### src/rtl/fwd_hazard_unit.sv
// Forwarding and hazard unit for the 5-stage pipeline.
// Provides EX-stage operand forwarding selects and load-use stall detection.
// Holds a scoreboard for one outstanding multi-cycle multiplier op, which
// gives multiplier stalls and ID-stage forwarding of the multiplier result.
// Also keeps a saturating count of stall cycles.
module fwd_hazard_unit #(
    parameter int unsigned ADDR_W  = 5,
    parameter int unsigned NUM_SRC = 2,
    parameter int unsigned MUL_LAT = 4,
    parameter int unsigned CNT_W   = 16
) (
    input  logic                      clk,
    input  logic                      rst_n,
    // EX-stage forwarding sources
    input  logic [NUM_SRC*ADDR_W-1:0] ex_src_addr_i,
    input  logic [ADDR_W-1:0]         ex_mem_wr_addr_i,
    input  logic                      ex_mem_reg_write_i,
    input  logic [ADDR_W-1:0]         mem_wb_wr_addr_i,
    input  logic                      mem_wb_reg_write_i,
    // ID-stage instruction
    input  logic [NUM_SRC*ADDR_W-1:0] id_src_addr_i,
    input  logic [NUM_SRC-1:0]        id_src_used_i,
    input  logic [ADDR_W-1:0]         id_wr_addr_i,
    input  logic                      id_reg_write_i,
    input  logic                      id_is_mul_i,
    // ID/EX instruction
    input  logic [ADDR_W-1:0]         id_ex_wr_addr_i,
    input  logic                      id_ex_reg_write_i,
    input  logic                      id_ex_is_load_i,
    // Multiplier issue
    input  logic                      mul_start_i,
    input  logic [ADDR_W-1:0]         mul_dst_i,
    // Outputs
    output logic [NUM_SRC*2-1:0]      fwd_sel_o,
    output logic [NUM_SRC-1:0]        id_fwd_mul_o,
    output logic                      stall_o,
    output logic                      mul_busy_o,
    output logic                      mul_done_o,
    output logic [ADDR_W-1:0]         mul_wb_addr_o,
    output logic                      mul_overrun_o,
    output logic [CNT_W-1:0]          stall_cnt_o
);

    // A latency of 1 would need DONE in the cycle right after the start,
    // which this scoreboard cannot express.
    if (MUL_LAT < 2) begin : gen_bad_lat
        $error("fwd_hazard_unit: MUL_LAT must be >= 2");
    end

    // Remaining-cycles counter only ever holds MUL_LAT-1 down to 1.
    localparam int unsigned LatW = (MUL_LAT > 2) ? $clog2(MUL_LAT) : 1;
    localparam logic [LatW-1:0] LatInit = LatW'(MUL_LAT - 1);
    localparam logic [LatW-1:0] LatOne  = LatW'(1);

    localparam logic [1:0] StIdle = 2'd0;
    localparam logic [1:0] StRun  = 2'd1;
    localparam logic [1:0] StDone = 2'd2;

    logic [1:0]        state_q, state_d;
    logic [ADDR_W-1:0] dst_q, dst_d;
    logic [LatW-1:0]   lat_cnt_q, lat_cnt_d;
    logic              overrun_q, overrun_d;
    logic [CNT_W-1:0]  stall_cnt_q, stall_cnt_d;

    logic              load_use_stall;
    logic              mul_raw_hit;
    logic              mul_waw_hit;
    logic              mul_stall;
    logic              dst_nz;

    // EX operand forwarding: EX/MEM has priority over MEM/WB, r0 never forwards.
    always_comb begin
        fwd_sel_o = '0;
        for (int i = 0; i < NUM_SRC; i++) begin
            if (ex_mem_reg_write_i && (ex_mem_wr_addr_i != '0) &&
                (ex_mem_wr_addr_i == ex_src_addr_i[i*ADDR_W +: ADDR_W])) begin
                fwd_sel_o[i*2 +: 2] = 2'b10;
            end else if (mem_wb_reg_write_i && (mem_wb_wr_addr_i != '0) &&
                         (mem_wb_wr_addr_i == ex_src_addr_i[i*ADDR_W +: ADDR_W])) begin
                fwd_sel_o[i*2 +: 2] = 2'b01;
            end
        end
    end

    // Load-use detection against the load sitting in ID/EX.
    always_comb begin
        load_use_stall = 1'b0;
        if (id_ex_is_load_i && id_ex_reg_write_i && (id_ex_wr_addr_i != '0)) begin
            for (int i = 0; i < NUM_SRC; i++) begin
                if (id_src_used_i[i] &&
                    (id_src_addr_i[i*ADDR_W +: ADDR_W] == id_ex_wr_addr_i)) begin
                    load_use_stall = 1'b1;
                end
            end
        end
    end

    // ID-side comparisons against the scoreboarded multiplier destination.
    always_comb begin
        dst_nz       = (dst_q != '0);
        mul_raw_hit  = 1'b0;
        id_fwd_mul_o = '0;
        for (int i = 0; i < NUM_SRC; i++) begin
            if (id_src_used_i[i] && dst_nz &&
                (id_src_addr_i[i*ADDR_W +: ADDR_W] == dst_q)) begin
                mul_raw_hit = 1'b1;
                // The result is on the writeback path in DONE, so ID can take it directly.
                id_fwd_mul_o[i] = (state_q == StDone);
            end
        end
        mul_waw_hit = id_reg_write_i && dst_nz && (id_wr_addr_i == dst_q);
        mul_stall   = (state_q == StRun) && (mul_raw_hit || mul_waw_hit || id_is_mul_i);
        stall_o     = load_use_stall || mul_stall;
    end

    // Scoreboard next state: accept in IDLE/DONE, count down in RUN.
    always_comb begin
        state_d   = state_q;
        dst_d     = dst_q;
        lat_cnt_d = lat_cnt_q;
        overrun_d = overrun_q;
        case (state_q)
            StIdle, StDone: begin
                if (mul_start_i) begin
                    state_d   = StRun;
                    dst_d     = mul_dst_i;
                    lat_cnt_d = LatInit;
                end else begin
                    state_d = StIdle;
                end
            end
            StRun: begin
                // A second op cannot be tracked; drop it and flag the overrun.
                if (mul_start_i) begin
                    overrun_d = 1'b1;
                end
                if (lat_cnt_q == LatOne) begin
                    state_d = StDone;
                end else begin
                    lat_cnt_d = lat_cnt_q - LatOne;
                end
            end
            default: begin
                state_d = StIdle;
            end
        endcase
    end

    // Saturating stall-cycle counter next value.
    always_comb begin
        stall_cnt_d = stall_cnt_q;
        if (stall_o && (stall_cnt_q != '1)) begin
            stall_cnt_d = stall_cnt_q + CNT_W'(1);
        end
    end

    // State registers; reset aborts any op in flight.
    always_ff @(posedge clk or negedge rst_n) begin
        if (!rst_n) begin
            state_q     <= StIdle;
            dst_q       <= '0;
            lat_cnt_q   <= '0;
            overrun_q   <= 1'b0;
            stall_cnt_q <= '0;
        end else begin
            state_q     <= state_d;
            dst_q       <= dst_d;
            lat_cnt_q   <= lat_cnt_d;
            overrun_q   <= overrun_d;
            stall_cnt_q <= stall_cnt_d;
        end
    end

    // Outputs decoded from the scoreboard state.
    always_comb begin
        mul_busy_o    = (state_q == StRun);
        mul_done_o    = (state_q == StDone);
        mul_wb_addr_o = (state_q == StDone) ? dst_q : '0;
        mul_overrun_o = overrun_q;
        stall_cnt_o   = stall_cnt_q;
    end

endmodule

### config.mk
export PLATFORM = sky130hd
export DESIGN_NAME = fwd_hazard_unit
export DESIGN_NICKNAME = d
export VERILOG_FILES = /design/src/rtl/fwd_hazard_unit.sv
export SDC_FILE = /design/constraint.sdc
export NUM_CORES = 1
export LEC_CHECK = 0
export BUFFER_PORTS_ARGS = -buffer_cell sky130_fd_sc_hd__buf_2
export CAP_MARGIN = 20
export CORE_MARGIN = 10
export CORE_UTILIZATION = 35
export CTS_BUF_LIST = sky130_fd_sc_hd__clkbuf_4 sky130_fd_sc_hd__clkbuf_8
export DETAILED_ROUTE_END_ITERATION = 7
export PLACE_DENSITY = 0.65
export SLEW_MARGIN = 20
export SYNTH_ARGS = -nofsm -noshare
export SYNTH_HDL_FRONTEND = slang
export SYNTH_SLANG_ARGS = --single-unit
### constraint.sdc
create_clock -name clk -period 2.58 [get_ports clk]
set_input_delay 0.129 -clock clk [delete_from_list [all_inputs] [get_ports clk]]
set_output_delay 0.129 -clock clk [all_outputs]
set_load 0.03 [all_outputs]
==> Word level (Yosys, flattened, before mapping) <==
Cells that the tools add are included.
{ "word_totals": {"reg_bits": 26, "out_inout_bits": 31, "word_cells": 72} }
{ "classes": {"n_reduce_logical": 31, "eq_ne": 16, "add_sub_neg": 2, "mux": 18} }
{ "ops": {"columns": ["operator", "count"], "rows": [
  ["$eq A5 B5 Y1", 9],
  ["$reduce_bool A5 Y1", 4],
  ["$logic_and A1 B1 Y1", 18],
  ["$add A16 B1 Y16 const B", 1],
  ["$ne A16 B16 Y1 const B", 1],
  ["$mux W1", 10],
  ["$mux W2", 5],
  ["$pmux W2 S2", 2],
  ["$mux W5", 1],
  ["$eq A2 B1 Y1 const B", 2],
  ["$ne A2 B2 Y1 const B", 2],
  ["$reduce_and A2 Y1", 2],
  ["$logic_or A1 B1 Y1", 3],
  ["$reduce_and A3 Y1", 1],
  ["$eq A2 B2 Y1 const B", 1],
  ["$logic_not A2 Y1", 1],
  ["$ne A2 B1 Y1 const B", 1],
  ["$reduce_bool A2 Y1", 1],
  ["$reduce_or A2 Y1", 1],
  ["$sub A2 B1 Y2 const B", 1]
]} }

==> Longest topological paths before layout <==
Gate-level depths: netlist of the first run.
{ "depth": {"ltp_word": 10, "mapped_depth": 8} }

==> Least setup slack after synthesis of the first run <==
OpenSTA, ideal clock, no wires.
{ "synth_timing": {"kind": "register to register", "startpoint": "register dst_q[2]", "endpoint": "register stall_cnt_q[1] (netlist: stall_cnt_o[1])", "path_slack_ns": 0.253, "synth_period_minus_slack_ns": 2.327, "stages_incl_launch_ff": 9, "arrival_time_ns": 2.199, "required_ns": 2.452, "setup_ns": 0.128, "path_cell_list": "dfrtp_1 -> buf_6 -> or4_1 -> nor2_2 -> nor3_1 -> o41ai_4 -> buf_6 -> a21oi_2 -> mux2_1"} }
{ "synth_between": {"elab_chain_cells": 10, "elab_cells_between_ends": 17, "classes_between": "3 x eq/ne; 2 x mux; 12 x reduce/logical"} }
{ "synth_lines": {"columns": ["item", "line_no", "text"], "rows": [
  ["start: declaration", "60", "logic [ADDR_W-1:0] dst_q, dst_d;"],
  ["start signal: assignment", "167", "dst_q <= dst_d;"],
  ["$reduce_bool A5 Y1", "100", "dst_nz = (dst_q != '0);"],
  ["$logic_and A1 B1 Y1 (2 in a row)", "104", "if (id_src_used_i[i] && dst_nz &&"],
  ["$mux W1 (2 in a row)", "104", null],
  ["$logic_or A1 B1 Y1 * (2 in a row)", "112", "mul_stall = (state_q == StRun) && (mul_raw_hit || mul_waw_hit || id_is_mul_i);"],
  ["$logic_and A1 B1 Y1 *", "112", null],
  ["$logic_or A1 B1 Y1 *", "113", "stall_o = load_use_stall || mul_stall;"],
  ["$logic_and A1 B1 Y1 *", "152", "if (stall_o && (stall_cnt_q != '1)) begin"],
  ["end signal: assignment", "170", "stall_cnt_q <= stall_cnt_d;"],
  ["end: declaration", "63", "logic [CNT_W-1:0] stall_cnt_q, stall_cnt_d;"]
]} }
Every way passes the cells marked *; elsewhere a longest branch is shown, timed or not.
A chain may end at the register's enable or synchronous reset.

==> Final worst setup path of the first run <==
{ "layout_timing": {"startpoint": "register dst_q[2]", "endpoint": "output port stall_o"} }
{ "layout_between": {"elab_chain_cells": 9, "elab_cells_between_ends": 16, "classes_between": "3 x eq/ne; 2 x mux; 11 x reduce/logical"} }
{ "layout_lines": {"columns": ["item", "line_no", "text"], "rows": [
  ["$reduce_bool A5 Y1", "100", null],
  ["$logic_and A1 B1 Y1 (2 in a row)", "104", null],
  ["$mux W1 (2 in a row)", "104", null],
  ["$logic_or A1 B1 Y1 * (2 in a row)", "112", null],
  ["$logic_and A1 B1 Y1 *", "112", null],
  ["$logic_or A1 B1 Y1 *", "113", null],
  ["end: declaration", "36", "output logic stall_o,"]
]} }
Marked as above.

==> results.ini, run 1 <==
[route]
top_layer=met4
first_pass_iters=4
drt-total-wl_um=5530
drc_errors=0
met2WireLength_um=2590
wl_met1_um=2400
dr_wl_met3_um=486
first_iter_violations=71
via_per_inst=4.95
ant_nets=0
via_count=1731
wl_per_cell_um=15.8

[layout]
insertedDiodeCount=0
final_cells=350
fin_util=0.472
area_delta_synth_final_pct=29.9
nets=339
nFillCells=495
drive_above_1_share=0.368

[hold_path]
hold_depth=2
holdCritStartpoint=mul_start_i
hold_path.class=primary input to flip-flop
min_to=mul_overrun_o

[critical_path]
rr_startpoint=dst_q[2]
worst-setup-path-type=flip-flop to primary output
ff2ff_path_depth=8
critPathTopFamily=simple AND/OR/NAND/NOR gates
cp_max_fo=13
worstPathArrival_ps=2300
max_stage_delay_ps=550
crit_required_ps=2450
cp-start-kind=flip-flop
reg2reg_slack_ps=170
path_cells=or4_1 > nor2_2 > nor3_1 > o41ai_4 > buf_6 > nand2_1 > buf_2
crit_slowest_cell=or4_1
worstReg2RegEnd=stall_cnt_o[1]
crit_buf_inv=2
end_kind=primary output

[logic_synthesis]
synthSimpleGateAreaFrac=0.176
syn_nets=252
yosys_warnings=0
synth_edf_count=0
avgSynthCellArea_um2=9.69
ys_types=33
ys_seq_area_frac=0.346
synth_seq_cells=26
synth_top_flop_cell=dfrtp_1
synth-async-reset-ratio=1.00
synth_compound_area_frac=0.101
synth_xor_area_frac=0.275
synth_top_family_by_area=XOR/XNOR gates
synthMuxAreaShare=0.0466
synthAdderAreaFrac=0.0133
synth_area_um2=1880
synthCells=194

[clocking]
clk_latency_ps=270
cts_htree_levels=1
cts_tree=built
cts_buffer_depth=2
clkSinkCount=26
clk_pin_slew_ps=90
cts-root-buf=clkbuf_8
cts-buffers-inserted=3

[floorplan]
fp.dieW_um=93.3
core-area_um2=5170
fp-row-count=26
die_h_um=93.3
fp.dieArea_um2=8700
start_util=0.364
ios=87

[global_route]
antenna_found_initial=0
grt_pass1_wl_um=8630
grt_pass1_vias=1784
grt_max_degree=27
overflow=0
grt_util_all_layers=0.120

[sta]
max_slew_margin=0.577
hold_violations=0
rsz0062_at_grt=true
min_period_ps=2430
fin_crit_sh=0.942
skew_ps=4.97
tightest_slew_ps=629
tns_ps=0
finalSetupViolCount=0
max_freq_ghz=0.412
drv_slew=0
hold_ws_ps=73.6

[place]
io_buffers=86
placedCellCount=344
gp_congestion=0.851
dpl.hpwl_um=4630

[power_and_ir_drop]
ir_worst_vdd_mv=0.648
power_density_nw_per_um2=727
leakage_uw=0.00117

[job]
drv_cap=0

[run_status]
status=finished, final reports clean

worst reg2reg max path, cell delays in order (launching register included):
cell and delay [ps]:
dfrtp_2 460, or4_1 550, nor2_2 140, nor3_1 100
o41ai_4 330, buf_6 190, buf_4 150, a21oi_2 70
mux2_1 330
metal layers:
| metal | track usage | vias up |
|---|---|---|
| li1 | - | 848 |
| met1 | 0.140 | 810 |
| met2 | 0.201 | 68 |
| met3 | 0.0440 | 5 |
| met4 | 0.0347 | 0 |
| met5 | 0 | - |
cell usage in the layout, fill, tap and decap left out, types with 2 or more instances in the layout:
cell	n
buf_4	2
a211oi_1	6
clkbuf_8	4
mux2i_1	2
xor2_1	37
xnor2_1	22
buf_2	86
mux2_2	5
nor3_1	3
ha_1	2
dfrtp_2	2
or4_1	6
inv_1	8
o21ai_0	2
nand4_1	4
dfrtp_1	24
a21oi_1	3
nand3_1	9
nor4_1	8
a21o_1	2
nor2_1	6
a2111oi_0	6
and2_1	8
nor2b_1	2
nand2_1	10
flip-flops by register name (all words and copies together) (netlist names):
register and cells:
state_q 2, lat_cnt_q 2, mul_overrun_o 1, stall_cnt_o 16, dst_q 5
metrics by stage:
stage / cell area [um2] / total power (uW) / setup slack, ps
6_report: 2440 / 1780 / 150
5_1_grt: 2440 / 1920 / -16.8
4_1_cts: 2430 / 1780 / 76.4
3_5_place_dp: 2360 / 1510 / 191
3_3_place_gp: 2360 / 1490 / 275
2_1_floorplan: 1880 / 1290 / 253
final cells by class:
cell class              instances  area, um2  share of cell area
multi-input cells             152       1150               0.471
flip-flops and latches         26        653               0.267
repair buffers                 90        467               0.191
well taps                      70       87.6              0.0359
clock buffers                   4       55.1              0.0225
inverters                       8       30.0              0.0123
worst max path at each step:
stage / start / endpoint / cells after the start / slack (ps)
finish: dst_q[2] / stall_o / 7 / 150
floorplan: dst_q[2] / stall_cnt_o[1] / 8 / 250
global placement: dst_q[2] / stall_cnt_o[1] / 7 / 280
global route: dst_q[0] / stall_cnt_o[3] / 7 / -20
CTS: dst_q[2] / stall_o / 7 / 80
detailed placement: dst_q[3] / stall_cnt_o[3] / 7 / 190
report_power, final:
part | internal, uW | total (uW) | switching [uW]
Sequential | 528 | 689 | 161
Combinational | 354 | 822 | 468
Clock | 137 | 265 | 128
Total | 1020 | 1780 | 758
kinds of logic (layout without fill, tap and decap cells):
group / Yosys count / after routing
AOI/OAI and AO/OA: 23 / 23
xor gates and xnor gates: 59 / 59
adders and majority gates: 2 / 2
buffers and inverters: 16 / 102
DFF: 26 / 26
muxes: 8 / 8
and+or+nand+nor: 60 / 60
what timing repair did:
item                                    CTS  global route
hold buffers                              1             0
endpoints found under the setup margin    0             3
resized for setup                         0             3
setup buffers                             0             1
hold endpoints to repair                 26             0
synth_stat cells, types with 2 or more instances:
master | number | share of area
nor2b_1 | 2 | 0.0067
ha_1 | 2 | 0.013
clkbuf_1 | 2 | 0.0040
xor2_1 | 37 | 0.17
a21o_1 | 2 | 0.0080
xnor2_1 | 22 | 0.10
mux2i_1 | 2 | 0.011
o21ai_0 | 2 | 0.0053
nor2_1 | 6 | 0.012
nand2_1 | 10 | 0.020
buf_2 | 4 | 0.011
dfrtp_1 | 26 | 0.35
buf_6 | 2 | 0.012
or4_1 | 6 | 0.024
nor4_1 | 8 | 0.027
and2_1 | 8 | 0.027
nor3_1 | 3 | 0.0080
inv_1 | 8 | 0.016
nand3_1 | 9 | 0.024
a2111oi_0 | 6 | 0.028
a211oi_1 | 6 | 0.024
mux2_2 | 5 | 0.030
nand4_1 | 4 | 0.013
a21oi_1 | 3 | 0.0080
No activity file was read; power rests on OpenSTA's default activity.
==> run 2: changes to the inputs <==
--- a/config.mk
+++ b/config.mk
@@ -5,13 +5,14 @@
 export SDC_FILE = /design/constraint.sdc
 export NUM_CORES = 1
 export LEC_CHECK = 0
+export ABC_AREA = 1
 export BUFFER_PORTS_ARGS = -buffer_cell sky130_fd_sc_hd__buf_2
 export CAP_MARGIN = 20
 export CORE_MARGIN = 10
-export CORE_UTILIZATION = 35
+export CORE_UTILIZATION = 45
 export CTS_BUF_LIST = sky130_fd_sc_hd__clkbuf_4 sky130_fd_sc_hd__clkbuf_8
 export DETAILED_ROUTE_END_ITERATION = 7
-export PLACE_DENSITY = 0.65
+export PLACE_DENSITY = 0.81
 export SLEW_MARGIN = 20
 export SYNTH_ARGS = -nofsm -noshare
 export SYNTH_HDL_FRONTEND = slang
==> constraint.sdc (replaced) <==
create_clock -name clk -period 2.16 [get_ports clk]
set_input_delay 0.108 -clock clk [delete_from_list [all_inputs] [get_ports clk]]
set_output_delay 0.108 -clock clk [all_outputs]
set_load 0.03 [all_outputs]
==> run 2 against run 1 <==
Against the previous run:
- sequential share of layout area down 2.2 points
- global-route usage increased by 3.4 points
- cell count increased by 33%
- synthesized cell count increased by 69%
- count of clock-buffer cells in the layout fell by 1
- largest power group unchanged
- register-to-register slack improved by 60 ps
- non-clock buffer count decreased by 2
- total power is 23% higher
- utilization is 12 points higher
- die area down 11%
==> results.ini, run 2 <==
[run_status]
status=finished, final reports clean  ; unchanged

[logic_synthesis]
synth-async-reset-ratio=1.00  ; unchanged
synthAdderAreaFrac=0.0119  ; was 0.0133
synth_top_family_by_area=simple AND/OR/NAND/NOR gates  ; was XOR/XNOR gates
synth_area_um2=2100  ; was 1880 um2
synthSimpleGateAreaFrac=0.400  ; was 0.176
synthTopCellsByArea=dfrtp_1 (31%), nand2_1 (19%), xor2_1 (8.4%)  ; was dfrtp_1 (35%), xor2_1 (17%), xnor2_1 (10%)
synth_xor_area_frac=0.129  ; was 0.275
ys_seq_area_frac=0.310  ; was 0.346
synthCells=327  ; was 194
avgSynthCellArea_um2=6.41  ; was 9.69 um2
yosysTopAreaCell=dfrtp_1  ; unchanged
synth_top_flop_cell=dfrtp_1  ; unchanged
synth_compound_area_frac=0.0603  ; was 0.101
synthTopCellsByCount=nand2_1 (108), nor2_1 (41), inv_1 (37)  ; was xor2_1 (37), dfrtp_1 (26), xnor2_1 (22)
yosys_warnings=0  ; unchanged
ys_types=25  ; was 33
synth_edf_count=0  ; unchanged
synth_most_common_cell=nand2_1  ; was xor2_1
syn_nets=385  ; was 252
synth_top_area_frac=0.310  ; was 0.346
synthMuxAreaShare=0  ; was 0.0466
synth_seq_cells=26  ; unchanged

[critical_path]
crit_required_ps=2370  ; was 2450 ps
cp_max_fo=14  ; was 13
worstPathArrival_ps=2140  ; was 2300 ps
worst-setup-path-type=flip-flop to flip-flop  ; was flip-flop to primary output
ff2ff_path_depth=9  ; was 8
critPathLaunch=stall_cnt_o[0]  ; was dst_q[2]
end_kind=flip-flop  ; was primary output
worstReg2RegEnd=stall_cnt_o[11]  ; was stall_cnt_o[1]
reg2reg_slack_ps=230  ; was 170 ps
cp-start-kind=flip-flop  ; unchanged
rr_startpoint=stall_cnt_o[0]  ; was dst_q[2]

[sta]
drv_slew=0  ; unchanged
max_slew_margin=0.625  ; was 0.577
fin_ws_ps=233  ; was 150 ps
skew_ps=4.41  ; was 4.97 ps
tightest_slew_ps=562  ; was 629 ps
max_freq_ghz=0.519
min_period_ps=1930
tns_ps=0  ; unchanged
fin_crit_sh=0.892
rsz0062_at_grt=false  ; was true
hold_violations=0  ; unchanged
hold_ws_ps=65.4  ; was 73.6 ps
finalSetupViolCount=0  ; unchanged

[hold_path]
min_to=mul_overrun_o  ; unchanged
holdCritStartpoint=mul_start_i  ; unchanged
hold_depth=2  ; unchanged
hold_path.class=primary input to flip-flop  ; unchanged

[layout]
area_delta_synth_final_pct=26.5  ; was 29.9%
final_cell_mix=nand2_1 (107), buf_2 (86), nor2_1 (41), inv_1 (37), dfrtp_1 (26)  ; was buf_2 (86), xor2_1 (37), dfrtp_1 (24), xnor2_1 (22), nand2_1 (10)
insertedDiodeCount=0  ; unchanged
layout_commonest_cell=nand2_1  ; was buf_2
largest_register_ffs=16  ; unchanged
drive_above_1_share=0.249  ; was 0.368
final_cell_area_um2=2650  ; was 2440 um2
nFillCells=431  ; was 495
nets=473  ; was 339

[global_route]
antenna_found_initial=0  ; unchanged
grt_util_all_layers=0.154  ; was 0.120
grt_pass1_vias=2298  ; was 1784
overflow=0  ; unchanged
grt_max_degree=27  ; unchanged
grt_pass1_wl_um=10100  ; was 8630 um

[power_and_ir_drop]
ir_worst_vdd_mv=0.733  ; was 0.648 mV
leakage_uw=0.00153  ; was 0.00117 uW
power_density_nw_per_um2=822  ; was 727 nW/um2

[floorplan]
fp-row-count=24  ; was 26
core-area_um2=4440  ; was 5170 um2
start_util=0.472  ; was 0.364
ios=87  ; unchanged
die_h_um=88.3  ; was 93.3 um
fp.dieArea_um2=7790  ; was 8700 um2
fp.dieW_um=88.3  ; was 93.3 um

[route]
drt-total-wl_um=6020  ; was 5530 um
first_iter_violations=127  ; was 71
drc_errors=0  ; unchanged
ant_nets=0  ; unchanged
via_per_inst=4.95  ; about the same
via_count=2307  ; was 1731
wl_per_cell_um=12.9  ; was 15.8 um
first_pass_iters=4  ; unchanged

[place]
io_buffers=86  ; unchanged
pre_cts_slack_ps=257  ; was 191 ps
gp_congestion=0.858  ; was 0.851
place_area_um2=2570  ; was 2360 um2
dpl.hpwl_um=5000  ; was 4630 um

[job]
drv_cap=0  ; unchanged

[clocking]
cts-root-buf=clkbuf_8  ; unchanged
clk_latency_ps=270  ; about the same
clk_pin_slew_ps=90  ; about the same
cts_htree_levels=1  ; unchanged
cts_tree=built  ; unchanged
cts_buffer_depth=2  ; unchanged
clkSinkCount=26  ; unchanged
post_cts.repair.setup_buffers=0  ; unchanged
cts-buffers-inserted=3  ; unchanged

[run 2: worst max-delay path by stage]
| stage | to | slack [ps] | cells past startpoint |
|---|---|---|---|
| 2_1_floorplan | stall_cnt_o[7] | 320 | 9 |
| 3_3_place_gp | stall_cnt_o[10] | 370 | 13 |
| 3_5_place_dp | stall_cnt_o[6] | 260 | 9 |
| 5_1_grt | stall_cnt_o[5] | 8 | 9 |
| 6_report | stall_cnt_o[11] | 230 | 9 |
| 4_1_cts | stall_o | 170 | 11 |
[run 2: kinds of logic after synthesis]
| kind of cell | Yosys count |
|---|---|
| AOI/OAI and AO/OA | 22 |
| xor gates and xnor gates | 31 |
| adders and majority gates | 2 |
| buffers and inverters | 46 |
| DFF | 26 |
| and+or+nand+nor | 200 |
[run 2: timing repair]
action	CTS	global route
hold buffers	1	0
gates resized for setup	0	1
setup endpoints to repair	0	1
endpoints found under the hold margin	26	0
[run 2: layout make-up]
cell class              count  area, um2  area share
flip-flops and latches     26        651       0.245
multi-input cells         255       1260       0.476
well taps                  52       65.1      0.0245
clock buffers               3       41.3      0.0156
inverters                  41        154      0.0580
clock inverters             1       30.0      0.0113
repair buffers             88        448       0.169
[run 2: where the power goes]
| group | switching (uW) | leakage (uW) | internal, uW |
|---|---|---|---|
| sequential | 118 | 0.000329 | 604 |
| combinational | 721 | 0.00116 | 337 |
| clock | 152 | 0.0000357 | 248 |
| total | 991 | 0.00153 | 1190 |
[run 2: per-layer routing]
layer,routed length [um],part of all wire,GRT usage
met1,2580,0.43,0.187
met4,22,0.0037,0.0308
met5,0,0,0
met3,520,0.086,0.0358
met2,2900,0.48,0.272
[run 2: critical path, cell delays in order, from the launching register on]
cell and delay, ps:
dfrtp_1 420, ha_1 200, nand3_1 150, nor2_2 150, nand4_1 140, nor2_2 170
nand2_2 200, nand2_2 280, nand2_1 90, nand2_1 60
[run 2: through the flow]
stage                     utilization  std cells  power [uW]
after global routing            0.597        466        2370
after CTS                       0.596        466        2190
after floorplan                     -        327        1480
after global placement          0.578        461        1750
final                           0.597        466        2180
after detailed placement        0.578        461        1790
